`src/rtl/sentinel_auth_sequencer_if.sv`:
```
// Sentinel authorization sequencer bundle.
// master drives key/enable inputs; slave is the sequencer.
interface sentinel_auth_sequencer_if #(
  parameter int MAX_FAILS = 3
);
  localparam int FW = $clog2(MAX_FAILS + 1);

  logic          ena;
  logic          glitch;
  logic [7:0]    key_in;
  logic          key_match;
  logic [7:0]    seg_out;
  logic          glow_en;
  logic          attempt_pulse;
  logic          lockout;
  logic [FW-1:0] fail_count;

  modport master (
    output ena,
    output glitch,
    output key_in,
    output key_match,
    input  seg_out,
    input  glow_en,
    input  attempt_pulse,
    input  lockout,
    input  fail_count
  );

  modport slave (
    input  ena,
    input  glitch,
    input  key_in,
    input  key_match,
    output seg_out,
    output glow_en,
    output attempt_pulse,
    output lockout,
    output fail_count
  );
endinterface

```
`src/rtl/sentinel_auth_sequencer.sv`:
```
// Sentinel key-entry sequencer: debounce, one attempt per
// stable key, fail tracking, timed lockout, session expiry.
module sentinel_auth_sequencer #(
  parameter int DEBOUNCE_CYC = 16,
  parameter int MAX_FAILS    = 3,
  parameter int LOCKOUT_CYC  = 1024,
  parameter int SESSION_CYC  = 4096
) (
  input logic clk,
  input logic rst,
  sentinel_auth_sequencer_if.slave bus
);

  localparam int SW   = $clog2(DEBOUNCE_CYC);
  localparam int FW   = $clog2(MAX_FAILS + 1);
  localparam int TMAX = (LOCKOUT_CYC > SESSION_CYC) ?
                        LOCKOUT_CYC : SESSION_CYC;
  localparam int TW   = $clog2(TMAX);

  localparam logic [SW-1:0] SETTLE_LAST = SW'(DEBOUNCE_CYC - 1);
  localparam logic [TW-1:0] LOCK_LAST   = TW'(LOCKOUT_CYC - 1);
  localparam logic [TW-1:0] SESS_LAST   = TW'(SESSION_CYC - 1);
  localparam logic [FW-1:0] FAIL_PRE    = FW'(MAX_FAILS - 1);
  localparam logic [FW-1:0] FAIL_SAT    = FW'(MAX_FAILS);

  localparam logic [7:0] SEG_LOCK  = 8'hC7;
  localparam logic [7:0] SEG_OPEN  = 8'hC1;
  localparam logic [7:0] SEG_DASH  = 8'hBF;
  localparam logic [7:0] SEG_BLANK = 8'hFF;

  typedef enum logic [2:0] {
    S_LOCKED,
    S_SETTLE,
    S_CHECK,
    S_UNLOCKED,
    S_LOCKOUT
  } state_e;

  state_e        state_q, state_d;
  logic [7:0]    last_key_q, last_key_d;
  logic [SW-1:0] settle_q, settle_d;
  logic [FW-1:0] fail_q, fail_d;
  logic [TW-1:0] timer_q, timer_d;

  logic key_chg;
  assign key_chg = (bus.key_in != last_key_q);

  always_ff @(posedge clk or posedge rst) begin
    if (rst) begin
      state_q    <= S_LOCKED;
      last_key_q <= 8'h00;
      settle_q   <= '0;
      fail_q     <= '0;
      timer_q    <= '0;
    end else begin
      state_q    <= state_d;
      last_key_q <= last_key_d;
      settle_q   <= settle_d;
      fail_q     <= fail_d;
      timer_q    <= timer_d;
    end
  end

  always_comb begin
    state_d    = state_q;
    last_key_d = last_key_q;
    settle_d   = settle_q;
    fail_d     = fail_q;
    timer_d    = timer_q;
    // glitch outranks the power-state hold
    if (bus.glitch) begin
      state_d    = S_LOCKOUT;
      timer_d    = '0;
      last_key_d = bus.key_in;
    end else if (bus.ena) begin
      unique case (state_q)
        S_LOCKED: begin
          if (key_chg) begin
            state_d    = S_SETTLE;
            last_key_d = bus.key_in;
            settle_d   = '0;
          end
        end
        S_SETTLE: begin
          if (key_chg) begin
            last_key_d = bus.key_in;
            settle_d   = '0;
          end else if (settle_q == SETTLE_LAST) begin
            state_d = S_CHECK;
          end else begin
            settle_d = settle_q + SW'(1);
          end
        end
        S_CHECK: begin
          timer_d = '0;
          if (bus.key_match) begin
            state_d = S_UNLOCKED;
            fail_d  = '0;
          end else if (fail_q == FAIL_PRE) begin
            state_d = S_LOCKOUT;
            fail_d  = FAIL_SAT;
          end else begin
            state_d = S_LOCKED;
            fail_d  = fail_q + FW'(1);
          end
        end
        S_UNLOCKED: begin
          if (key_chg) begin
            state_d    = S_SETTLE;
            last_key_d = bus.key_in;
            settle_d   = '0;
          end else if (timer_q == SESS_LAST) begin
            state_d = S_LOCKED;
          end else begin
            timer_d = timer_q + TW'(1);
          end
        end
        S_LOCKOUT: begin
          // track the key so one held through lockout is not evaluated
          last_key_d = bus.key_in;
          if (timer_q == LOCK_LAST) begin
            state_d = S_LOCKED;
            fail_d  = '0;
          end else begin
            timer_d = timer_q + TW'(1);
          end
        end
        default: state_d = S_LOCKED;
      endcase
    end
  end

  logic [7:0] seg;

  always_comb begin
    seg = SEG_LOCK;
    unique case (state_q)
      S_UNLOCKED: seg = SEG_OPEN;
      S_LOCKOUT:  seg = SEG_DASH;
      default:    seg = SEG_LOCK;
    endcase
  end

  assign bus.seg_out       = bus.ena ? seg : SEG_BLANK;
  assign bus.glow_en       = bus.ena && (state_q == S_UNLOCKED);
  assign bus.attempt_pulse = bus.ena && (state_q == S_CHECK);
  assign bus.lockout       = (state_q == S_LOCKOUT);
  assign bus.fail_count    = fail_q;

endmodule

```
`src/flat_wrapper.sv`:
```
// flat-port wrapper written by rule: the top's interface ports become plain ports
module sentinel_auth_sequencer_flat 
#(
  parameter int DEBOUNCE_CYC = 16,
  parameter int MAX_FAILS    = 3,
  parameter int LOCKOUT_CYC  = 1024,
  parameter int SESSION_CYC  = 4096
)
  (clk, rst, bus_ena, bus_glitch, bus_key_in, bus_key_match, bus_seg_out, bus_glow_en, bus_attempt_pulse, bus_lockout, bus_fail_count);
  sentinel_auth_sequencer_if #(.MAX_FAILS(MAX_FAILS)) bus_i ();
  input logic clk;
  input logic rst;
  input wire logic [$bits(bus_i.ena)-1:0] bus_ena;
  input wire logic [$bits(bus_i.glitch)-1:0] bus_glitch;
  input wire logic [$bits(bus_i.key_in)-1:0] bus_key_in;
  input wire logic [$bits(bus_i.key_match)-1:0] bus_key_match;
  output wire logic [$bits(bus_i.seg_out)-1:0] bus_seg_out;
  output wire logic [$bits(bus_i.glow_en)-1:0] bus_glow_en;
  output wire logic [$bits(bus_i.attempt_pulse)-1:0] bus_attempt_pulse;
  output wire logic [$bits(bus_i.lockout)-1:0] bus_lockout;
  output wire logic [$bits(bus_i.fail_count)-1:0] bus_fail_count;
  assign bus_i.ena = bus_ena;
  assign bus_i.glitch = bus_glitch;
  assign bus_i.key_in = bus_key_in;
  assign bus_i.key_match = bus_key_match;
  assign bus_seg_out = bus_i.seg_out;
  assign bus_glow_en = bus_i.glow_en;
  assign bus_attempt_pulse = bus_i.attempt_pulse;
  assign bus_lockout = bus_i.lockout;
  assign bus_fail_count = bus_i.fail_count;
  sentinel_auth_sequencer #(.DEBOUNCE_CYC(DEBOUNCE_CYC), .MAX_FAILS(MAX_FAILS), .LOCKOUT_CYC(LOCKOUT_CYC), .SESSION_CYC(SESSION_CYC)) u_core (.clk(clk), .rst(rst), .bus(bus_i));
endmodule
```
`config.mk`:
```
export PLATFORM = sky130hd
export DESIGN_NAME = sentinel_auth_sequencer_flat
export DESIGN_NICKNAME = d
export VERILOG_FILES = /design/src/rtl/sentinel_auth_sequencer_if.sv /design/src/rtl/sentinel_auth_sequencer.sv /design/src/flat_wrapper.sv
export SDC_FILE = /design/constraint.sdc
export NUM_CORES = 1
export LEC_CHECK = 0
export CAP_MARGIN = 20
export CORE_MARGIN = 2
export CORE_UTILIZATION = 53
export CTS_CLUSTER_SIZE = 14
export DETAILED_ROUTE_END_ITERATION = 6
export MAX_ROUTING_LAYER = met4
export PLACE_DENSITY_LB_ADDON = 0.1
export SLEW_MARGIN = 15
export SYNTH_ARGS = -nofsm -noshare
export SYNTH_HDL_FRONTEND = slang
export SYNTH_SLANG_ARGS = --single-unit
```
`constraint.sdc`:
```
create_clock -name clk -period 4.1 [get_ports clk]
set_input_delay 1.025 -clock clk [delete_from_list [all_inputs] [get_ports clk]]
set_output_delay 1.025 -clock clk [all_outputs]
set_load 0.05 [all_outputs]
```
=== After elaboration in Yosys (flattened, before gate mapping) ===
Index checks and enable logic that the tools add are counted.

* Logic and storage cells: 76
* Register bits after elaboration: 29
* Input bits: 13
* Output and inout bits: 13

* Reduce and logical (&&, ||, !) cells: 15
* Bitwise gates (word level): 1
* Add/subtract/negate cells: 3
* Equal/unequal tests: 21
* Mux-type cells: 31

{| class="wikitable"
|+ Operators by type and width
! cell !! count
|-
| 2-to-1 mux 12 bit || 5
|-
| case mux 12 bit (3 select lines) || 1
|-
| 2-to-1 mux 3 bit || 10
|-
| 2-to-1 mux 8 bit || 3
|-
| case mux 8 bit (2 select lines) || 1
|-
| case mux 3 bit (5 select lines) || 1
|-
| case mux 7 bit (2 select lines) || 1
|-
| adder 12 x 1 -> 12 bit, second input constant || 1
|-
| equality test 12 x 10 -> 1 bit, second input constant || 1
|-
| equality test 12 bit, second input constant || 1
|-
| 2-to-1 mux 4 bit || 3
|-
| inequality test 3 x 2 -> 1 bit, second input constant || 4
|-
| inequality test 3 bit, second input constant || 4
|-
| AND reduction 5 bit || 2
|-
| inequality test 8 bit || 1
|-
| case mux 4 bit (2 select lines) || 1
|-
| 2-to-1 mux 7 bit || 1
|-
| equality test 3 x 2 -> 1 bit, second input constant || 2
|-
| 2-to-1 mux 2 bit || 3
|-
| AND reduction 6 bit || 1
|-
| nonzero test 2 bit || 3
|-
| adder 4 x 1 -> 4 bit, second input constant || 1
|-
| equality test 4 bit, second input constant || 1
|-
| inequality test 2 x 1 -> 1 bit, second input constant || 2
|-
| 16 further kinds || 17
|}

=== Depth between registers and ports, before layout ===
Gate-level depths: netlist of run 1.

* Depth in word-level cells: 6
* Gate-level depth with buffers: 8

=== Least setup slack after synthesis of run 1 ===
Ideal clock, no wire load.

* Path type: in2out
* Start point: input port bus_ena
* End point: output port bus_seg_out[2]
* Path slack: 0.641 ns
* Stages: 4
* Path buffers: 2
* Arrival time: 2.434 ns
* Cells stage by stage: clkbuf_1 -> and3_1 -> inv_1 -> buf_4

* Longest elaborated chain between the ends: 1

{| class="wikitable"
|+ Ends and longest elaborated chain
! what !! line !! source
|-
| start: declaration || flat_wrapper.sv:13 || <nowiki>input wire logic [$bits(bus_i.ena)-1:0] bus_ena;</nowiki>
|-
| 2-to-1 mux 7 bit || sentinel_auth_sequencer.sv:144 || <nowiki>assign bus.seg_out = bus.ena ? seg : SEG_BLANK;</nowiki>
|-
| end: declaration || flat_wrapper.sv:17 || <nowiki>output wire logic [$bits(bus_i.seg_out)-1:0] bus_seg_out;</nowiki>
|}

Every way passes these cells.

=== Final worst setup path of run 1 ===
* Start point: input port bus_ena
* End point: output port bus_seg_out[1]

Same word-level chain as after synthesis.

==> results.tsv, run 1 <==
metric	value	unit
final slew viol count	0	
clock skew	0.0101	ns
setup slack at placement	0.354	ns
CTS root buf	clkbuf_4	
Yosys cell types	45	
fin crit share	91.2	%
Final Cell Area	0.00214	mm2
status	complete, no violations	
Slew headroom	37.6	%
HP Start	u_core.settle_q[0]	
Vias	1585	
CP Capture Type	output port	
PD cells	446	mW/mm2
largest net degree at the start of global routing	30	
crit path capture	bus_seg_out[1]	
DPL Wire Length	2850	um
Final Critical Period	3.74	ns
Initial DRC Count	97	
Slew @ Worst Pin	0.933	ns
RR Endpoint	u_core.timer_q[2]	
Leak	0.880	nW
antenna fix cells	0	
Max IR drop VDD	299	uV
Post-CTS Repair Setup Buffers	0	
Num CTS Buffers	5	
RD Place Congestion	0.906	
setup TNS	0	ns
P&R area growth vs syn	17.0	%
Synth top area share	39.6	%
Placed Instances	254	
vias per cell	6.05	
layout cells sized above 1	12.5	%
number of synthesized flops with an enable pin	0	
I/O pin cnt	26	
# nets final	231	
synthesized area	0.00183	mm2
initial antenna violation count	0	
fin worst setup slack	0.359	ns
num rows	21	
Syn Area/Cell	9.45	um2
Hold WS	0.518	ns
final WL	3910	um
Synthesis Warnings	0	
Placed Instance Area	0.00206	mm2
largest cells by area after synthesis	dfrtp_1 (40%), mux2_2 (5.5%), o41ai_1 (5.3%)	
largest area contributor in the netlist	dfrtp_1	
register area share after synthesis	39.6	%
worst hold path class	flip-flop to flip-flop	
CTS H-tree depth	2	
drt wl/cell	14.9	um
FMAX	267	MHz
worst r2r path cells	7	
synthesized flop and latch total	29	
critical path fanouts, max	9	
Setup-failing EPs final	0	
Post-DRT Antenna Nets	0	
GRT overflow	0	
max_cap viols	0	
non-filler cells, final	262	
Remaining DRCs	0	
worst skew pair latency	0.34	ns
RSZ-0062 raised after global routing	false	
Critical Path Source	bus_ena	
Port Buffers	23	
Worst EP arrival	2.72	ns
die area	0.00395	mm2
Finished Core Util	64.3	%
GRT Resource Usage Total	22.2	%
die width	62.8	um
FF-to-FF Start	u_core.timer_q[0]	
synthesized instance count	194	
top_reg_cell synth	dfrtp_1	
Reg clk slew, reported paths	0.10	ns
Hold Violations, Final	0	
vias in the first global route	1504	
CTS tree	built	
initial core utilization	54.9	%
maximum clock path buffer count	2	
WP data required	3.07	ns
ys async rst share	100	%
drt first pass iters	4	
Worst setup SP type	input pin	
CTS Hold Buffers Added	0	
first-pass GRT wire length	6710	um
critical setup path kind	input pin to output port	
Die Y	62.8	um
worst reg-to-reg setup slack	0.89	ns
Tot Pwr	0.955	mW
post_cts resized	0	
clock sink count	29	
CORE AREA	0.00334	mm2
## routing by layer
| metal | share of wire [%] | routed length [um] | global-route usage (%) |
|---|---|---|---|
| met1 | 41 | 1610 | 26.1 |
| met2 | 50 | 1960 | 35.3 |
| met3 | 6.4 | 252 | 5.95 |
| met4 | 2.1 | 81 | 10.8 |
| met5 | 0 | 0 | - |
## area by class of cell
class	count	area, um2
tap	46	57.6
clock buffer	7	55.1
clock inverter	1	30.0
timing repair buffer	25	245
sequential	29	726
multi-input combinational	144	993
fill	287	1190
inverter	10	37.5
## worst max-delay path: stages
cell and delay [ns]:
clkdlybuf4s50_1 0.56, and3_1 0.26, inv_1 0.07, clkdlybuf4s50_1 0.80
## layout by cell type, fill, tap and decap left out, types with 2 or more instances in the layout
cell type,Yosys,routed
a211oi_1,2,2
a21boi_0,2,2
a21oi_1,5,5
a31oi_1,5,5
and2_1,6,6
and3_1,2,2
buf_4,6,2
clkbuf_4,1,5
clkdlybuf4s50_1,0,23
conb_1,1,2
dfrtp_1,29,29
ha_1,3,3
inv_1,10,9
mux2_2,9,9
mux2i_1,6,6
nand2_1,20,20
nand3_1,6,6
nand4_1,2,2
nor2_1,14,14
nor3_1,4,4
nor4_1,4,4
o211ai_1,2,2
o21ai_0,6,6
o31ai_1,5,5
o41ai_1,11,11
or3_1,2,2
or4_1,2,2
xor2_1,9,9
## logic make-up (layout without fill, tap and decap cells)
logic type      count (synthesis)  count (layout)  synth area share (%)
flops                          29              29                  39.6
other cells                     1               2                 0.205
mux                            16              16                  9.62
xor+xnor                        9               9                  4.30
simple gates                   69              69                  19.8
buf+inv                        22              43                  6.42
compound gates                 45              45                  18.0
fa+ha+maj                       3               3                  2.05
## state kept, by name, summed over array words and instances (netlist names)
| signal | count |
|---|---|
| u_core.timer_q | 12 |
| u_core.bus.fail_count | 2 |
| u_core.state_q | 3 |
| u_core.last_key_q | 8 |
| u_core.settle_q | 4 |
## synthesized netlist by cell type (all sizes together), types with 2 or more instances
master and instances:
dfrtp 29, nand2 20, nor2 14, o41ai 11
inv 10, mux2 10, xor2 9, buf 8
nand3 7, a21oi 6, and2 6, mux2i 6
o21ai 6, a31oi 5, nor3 5, o31ai 5
clkbuf 4, nor4 4, a211oi 3, ha 3
or3 3, or4 3, a21boi 2, and3 2
nand4 2, o211ai 2
## how the worst min path moves through the flow
stage / endpoint / slack, ns / cells past startpoint
floorplan: u_core.settle_q[3] / 0.45 / 1
global placement: u_core.settle_q[3] / 0.48 / 1
detailed placement: u_core.timer_q[6] / 0.51 / 1
CTS: u_core.timer_q[6] / 0.52 / 1
global route: u_core.settle_q[0] / 0.54 / 1
finish: u_core.settle_q[0] / 0.52 / 1
## power breakdown
part | total (mW) | internal [mW] | switching (mW) | leakage (nW)
Sequential | 0.360 | 0.319 | 0.0409 | 0.380
Combinational | 0.349 | 0.130 | 0.220 | 0.454
Clock | 0.246 | 0.145 | 0.101 | 0.0455
Total | 0.955 | 0.594 | 0.362 | 0.880
(Power assumes the default switching activity.)
==> run 2, diff against run 1 <==
Settings changed: CELL_PAD_IN_SITES_DETAIL_PLACEMENT from default to 0, CELL_PAD_IN_SITES_GLOBAL_PLACEMENT from default to 2, CORE_UTILIZATION 53 to 42, DONT_BUFFER_PORTS from default to 1, REMOVE_ABC_BUFFERS from default to 1.
==> run 2 against run 1 <==
Effect of this change: die area increased by 24%; total power decreased by 7.3%; routed wire length increased by 3.6%; cell area decreased by 9.8%; worst hold slack got worse by 0.025 ns.
==> results.tsv, run 2 (synthesized netlist as in run 1, its figures left out) <==
metric	value	unit	change
status	complete, no violations		
Hold Violations, Final	0		unchanged
worst hold path class	flip-flop to flip-flop		
worst skew pair latency	0.28	ns	-0.06 ns
Tot Pwr	0.886	mW	-7.3%
WP data required	3.07	ns	about the same
clock skew	0.00492	ns	-0.00522 ns
vias in the first global route	1477		-1.8%
Placed Instances	239		-5.9%
Fill cells	428		+49%
CTS Hold Buffers Added	0		unchanged
PD cells	458	mW/mm2	+2.8%
Hold WS	0.493	ns	-0.0246 ns
HP Start	u_core.settle_q[3]		
final WL	4050	um	+3.6%
Vias	1472		-7.1%
FF-to-FF Start	u_core.state_q[0]		
final slew viol count	0		unchanged
Critical Path Source	u_core.state_q[0]		
layout cells sized above 1	14.4	%	+1.9 points
GRT Resource Usage Total	18.6	%	-3.6 points
Setup-failing EPs final	0		unchanged
first-pass GRT wire length	7030	um	+4.8%
clock sink count	29		unchanged
critical path fanouts, max	13		+4
post_cts resized	0		unchanged
Die Y	70.1	um	+12%
Reg clk slew, reported paths	0.06	ns	-0.04 ns
initial antenna violation count	0		unchanged
drt wl/cell	16.4	um	+9.8%
FMAX	317	MHz	+19%
Worst setup SP type	flip-flop		
Max IR drop VDD	200	uV	-33%
Worst EP arrival	2.13	ns	-0.59 ns
max_cap viols	0		unchanged
Slew headroom	36.3	%	-1.3 points
Slew @ Worst Pin	0.952	ns	+0.0195 ns
maximum clock path buffer count	2		unchanged
CTS root buf	clkbuf_8		
initial core utilization	43.0	%	-12 points
I/O pin cnt	26		unchanged
CP Capture Type	output port		
commonest non-fill, non-tap cells in the layout	dfrtp_1 (29), nand2_1 (20), nor2_1 (14)		
# nets final	210		-9.1%
non-filler cells, final	247		-5.7%
Leak	0.799	nW	-9.1%
max reg flops	12		unchanged
Remaining DRCs	0		unchanged
setup TNS	0	ns	unchanged
CORE AREA	0.00426	mm2	+28%
fin crit share	77.0	%	-14 points
Post-CTS Repair Setup Buffers	0		unchanged
P&R area growth vs syn	5.53	%	
largest net degree at the start of global routing	26		-13%
die width	70.1	um	+12%
antenna fix cells	0		unchanged
num rows	24		+14%
drt first pass iters	4		unchanged
GRT overflow	0		unchanged
Final Critical Period	3.16	ns	-0.584 ns
most common cell after layout, fill and taps aside	dfrtp_1		
CTS H-tree depth	2		unchanged
RD Place Congestion	0.811		-11%
Num CTS Buffers	5		unchanged
Port Buffers	0		-100%
Initial DRC Count	143		+47%
top flop regs	u_core.timer_q x12, u_core.last_key_q x8, u_core.settle_q x4		
RSZ-0062 raised after global routing	false		
DPL Wire Length	2920	um	+2.4%
Post-DRT Antenna Nets	0		unchanged
Reg with most FFs	u_core.timer_q		
CTS tree	built		
vias per cell	5.96		-1.5%
critical setup path kind	flip-flop to output port		
die area	0.00491	mm2	+24%
-- run 2: cell types whose count changed in the layout (fill, tap and decap cells not counted), sizes merged --
cell	previous run	this run
clkdlybuf4s50	23	0
bufinv	1	0
clkbuf	7	6
buf	2	4
clkinv	0	2
-- run 2: per-stage QoR --
stage	cell area [um2]	utilization (%)	setup WS [ns]
2_1_floorplan	1760	-	1.00
3_3_place_gp	1850	43.4	0.881
3_5_place_dp	1850	43.4	0.776
4_1_cts	1930	45.4	0.929
5_1_grt	1930	45.4	0.807
6_report	1930	45.4	0.944
-- run 2: cell type report --
cell class                 instances  area (um2)  area share (%)
inverter                          10        37.5            1.94
multi-input combinational        144         993            51.4
sequential                        29         726            37.5
tap                               52        65.1            3.36
clock buffer                       6        72.6            3.75
clock inverter                     2        10.0           0.517
timing repair buffer               4        30.0            1.55
-- run 2: path summary, 6_finish.rpt --
kind | end | slack (ns) | cells past startpoint
max in group asynchronous | u_core.timer_q[5] | 3.00 | 2
setup reg to reg | u_core.timer_q[10] | 1.18 | 7
min in group asynchronous | u_core.last_key_q[7] | 0.52 | 1
hold reg to reg | u_core.settle_q[3] | 0.49 | 1
hold / removal | u_core.settle_q[3] | 0.49 | 1
setup / recovery | bus_seg_out[6] | 0.94 | 4
-- run 2: worst max-delay path: stages, from the launching register on --
cell and delay [ns]:
dfrtp_1 0.52, nor2_1 0.20, nand2_1 0.16, inv_1 0.50, nand2_1 0.47
-- run 2: power breakdown --
| group | total [mW] | internal, mW | switching, mW | leakage (nW) |
|---|---|---|---|---|
| Combinational | 0.270 | 0.0883 | 0.181 | 0.374 |
| Clock | 0.225 | 0.117 | 0.107 | 0.0450 |
| Sequential | 0.391 | 0.319 | 0.0725 | 0.380 |
-- run 2: routing by layer --
metal	wire, um	part of all wire [%]	GRT usage [%]
met1	1780	44	23.6
met2	2000	49	29.0
met3	211	5.2	4.91
met4	56	1.4	6.41
met5	0	0	-
==> run 3, diff against run 2 <==
Settings changed: CORE_UTILIZATION 42 to 39.
Clock period 4.1 ns to 3 ns, I/O delays scaled along.
==> run 3 against run 2 <==
Effect of this change: final cell count grew 2.0%; combinational power increased by 54%; sequential cell count unchanged; sequential share of layout area is 1.2 points lower; largest power group unchanged; count of clock-buffer cells in the layout unchanged; global-route usage is 1.1 points lower; non-clock buffer count rose by 5; worst hold slack got worse by 0.031 ns; clock power rose by 52%; first-iteration DRC count shrank 24%.
==> results.tsv, run 3 (synthesized netlist as in run 1, its figures left out) <==
metric	value	unit	change
status	complete, no violations		
CORE AREA	0.00444	mm2	+4.2%
Worst EP arrival	2.95	ns	+0.82 ns
clock sink count	29		unchanged
layout cells sized above 1	17.0	%	+2.6 points
maximum clock path buffer count	2		unchanged
top flop regs	u_core.timer_q x12, u_core.last_key_q x8, u_core.settle_q x4		
CTS Hold Buffers Added	0		unchanged
critical path fanouts, max	11		-2
RD Place Congestion	0.820		+1.1%
Post-DRT Antenna Nets	0		unchanged
drt first pass iters	4		unchanged
GRT Resource Usage Total	17.6	%	-1.1 points
critical setup path kind	flip-flop to flip-flop		
first-pass GRT wire length	6950	um	-1.2%
die width	72.6	um	+3.6%
Leak	0.834	nW	+4.4%
post_cts resized	0		unchanged
most common cell after layout, fill and taps aside	dfrtp_1		
vias per cell	5.88		-1.3%
Hold Violations, Final	0		unchanged
max reg flops	12		unchanged
DPL Wire Length	3010	um	+3.2%
final slew viol count	0		unchanged
WP data required	3.15	ns	+0.08 ns
commonest non-fill, non-tap cells in the layout	dfrtp_1 (29), nand2_1 (20), nor2_1 (14)		
initial antenna violation count	0		unchanged
Slew headroom	53.4	%	+17 points
max_cap viols	0		unchanged
fin crit share	93.5	%	
die area	0.00526	mm2	+7.2%
Final Critical Period	2.80	ns	
GRT overflow	0		unchanged
worst hold path class	input pin to asynchronous set/reset pin		
Port Buffers	0		unchanged
Post-CTS Repair Setup Buffers	0		unchanged
clock skew	0.00589	ns	+0.000969 ns
drt wl/cell	15.9	um	-3.0%
setup TNS	0	ns	unchanged
Remaining DRCs	0		unchanged
final WL	4010	um	-0.99%
CP Capture Type	flip-flop		
Die Y	72.6	um	+3.6%
Slew @ Worst Pin	0.698	ns	-0.255 ns
worst skew pair latency	0.28	ns	about the same
Num CTS Buffers	5		unchanged
largest net degree at the start of global routing	19		-27%
I/O pin cnt	26		unchanged
num rows	24		unchanged
CTS H-tree depth	2		unchanged
P&R area growth vs syn	9.01	%	
Worst setup SP type	flip-flop		
vias in the first global route	1492		+1.0%
RSZ-0062 raised after global routing	false		
PD cells	638	mW/mm2	+39%
antenna fix cells	0		unchanged
Vias	1483		+0.75%
CTS tree	built		
CTS root buf	clkbuf_8		
Finished Core Util	45.0	%	-0.40 points
Reg with most FFs	u_core.timer_q		
Reg clk slew, reported paths	0.07	ns	about the same
# nets final	215		+2.4%
Max IR drop VDD	333	uV	+66%
Initial DRC Count	109		-24%
Setup-failing EPs final	0		unchanged
FMAX	357	MHz	
initial core utilization	41.2	%	-1.7 points
[run 3: changes by cell type in the layout (fill, tap and decap cells not counted), sizes merged]
| cell | delta |
|---|---|
| buf | +5 |
[run 3: cell type report]
| cell class | instances | area [um2] |
|---|---|---|
| repair buffers | 9 | 80.1 |
| fillers | 429 | 2450 |
| inverters | 10 | 37.5 |
| flip-flops and latches | 29 | 726 |
| multi-input cells | 144 | 993 |
| clock buffers | 6 | 82.6 |
| well taps | 52 | 65.1 |
| clock inverters | 2 | 13.8 |
[run 3: power breakdown]
part           switching (mW)  leakage, nW  internal, mW
Clock                   0.156       0.0512         0.186
Sequential             0.0804        0.380         0.436
Combinational           0.271        0.403         0.146
[run 3: critical path, stage by stage (launching register included)]
cell	delay, ns
dfrtp_1	0.40
ha_1	0.24
nand3_2	0.13
or3_4	0.42
or4_4	0.51
a211oi_2	0.32
buf_12	0.17
or4_1	0.32
o21ai_0	0.16
[run 3: path summary, 6_finish.rpt]
path                               startpoint  slack (ns)                   end  cells past startpoint
hold reg to reg            u_core.settle_q[3]        0.50    u_core.settle_q[3]                      1
hold / removal                            rst        0.46  u_core.last_key_q[4]                      1
min in group clk           u_core.settle_q[3]        0.50    u_core.settle_q[3]                      1
setup reg to reg            u_core.timer_q[0]        0.20     u_core.timer_q[2]                      8
max in group asynchronous                 rst        1.90  u_core.last_key_q[1]                      2
setup / recovery            u_core.timer_q[0]        0.20     u_core.timer_q[2]                      8
[run 3: through the flow]
stage / cells / area (um2) / total power [mW] / setup WS (ns) / hold slack (ns)
final: 252 / 2000 / 1.27 / 0.196 / 0.462
after global routing: 252 / 2000 / 1.35 / 0.0391 / 0.509
after CTS: 252 / 2000 / 1.29 / 0.158 / 0.492
after detailed placement: 244 / 1900 / 0.939 / 0.177 / 0.479
after global placement: 244 / 1900 / 0.933 / 0.181 / 0.470
after floorplan: 183 / 1760 / 0.828 / 0.177 / 0.450
[run 3: routing by layer]
layer | track usage, % | up-vias | wire [um]
met1 | 23.1 | 713 | 1900
met2 | 26.5 | 43 | 1870
met4 | 5.14 | 0 | 36
met3 | 5.00 | 4 | 206
li1 | - | 723 | -
met5 | - | - | 0
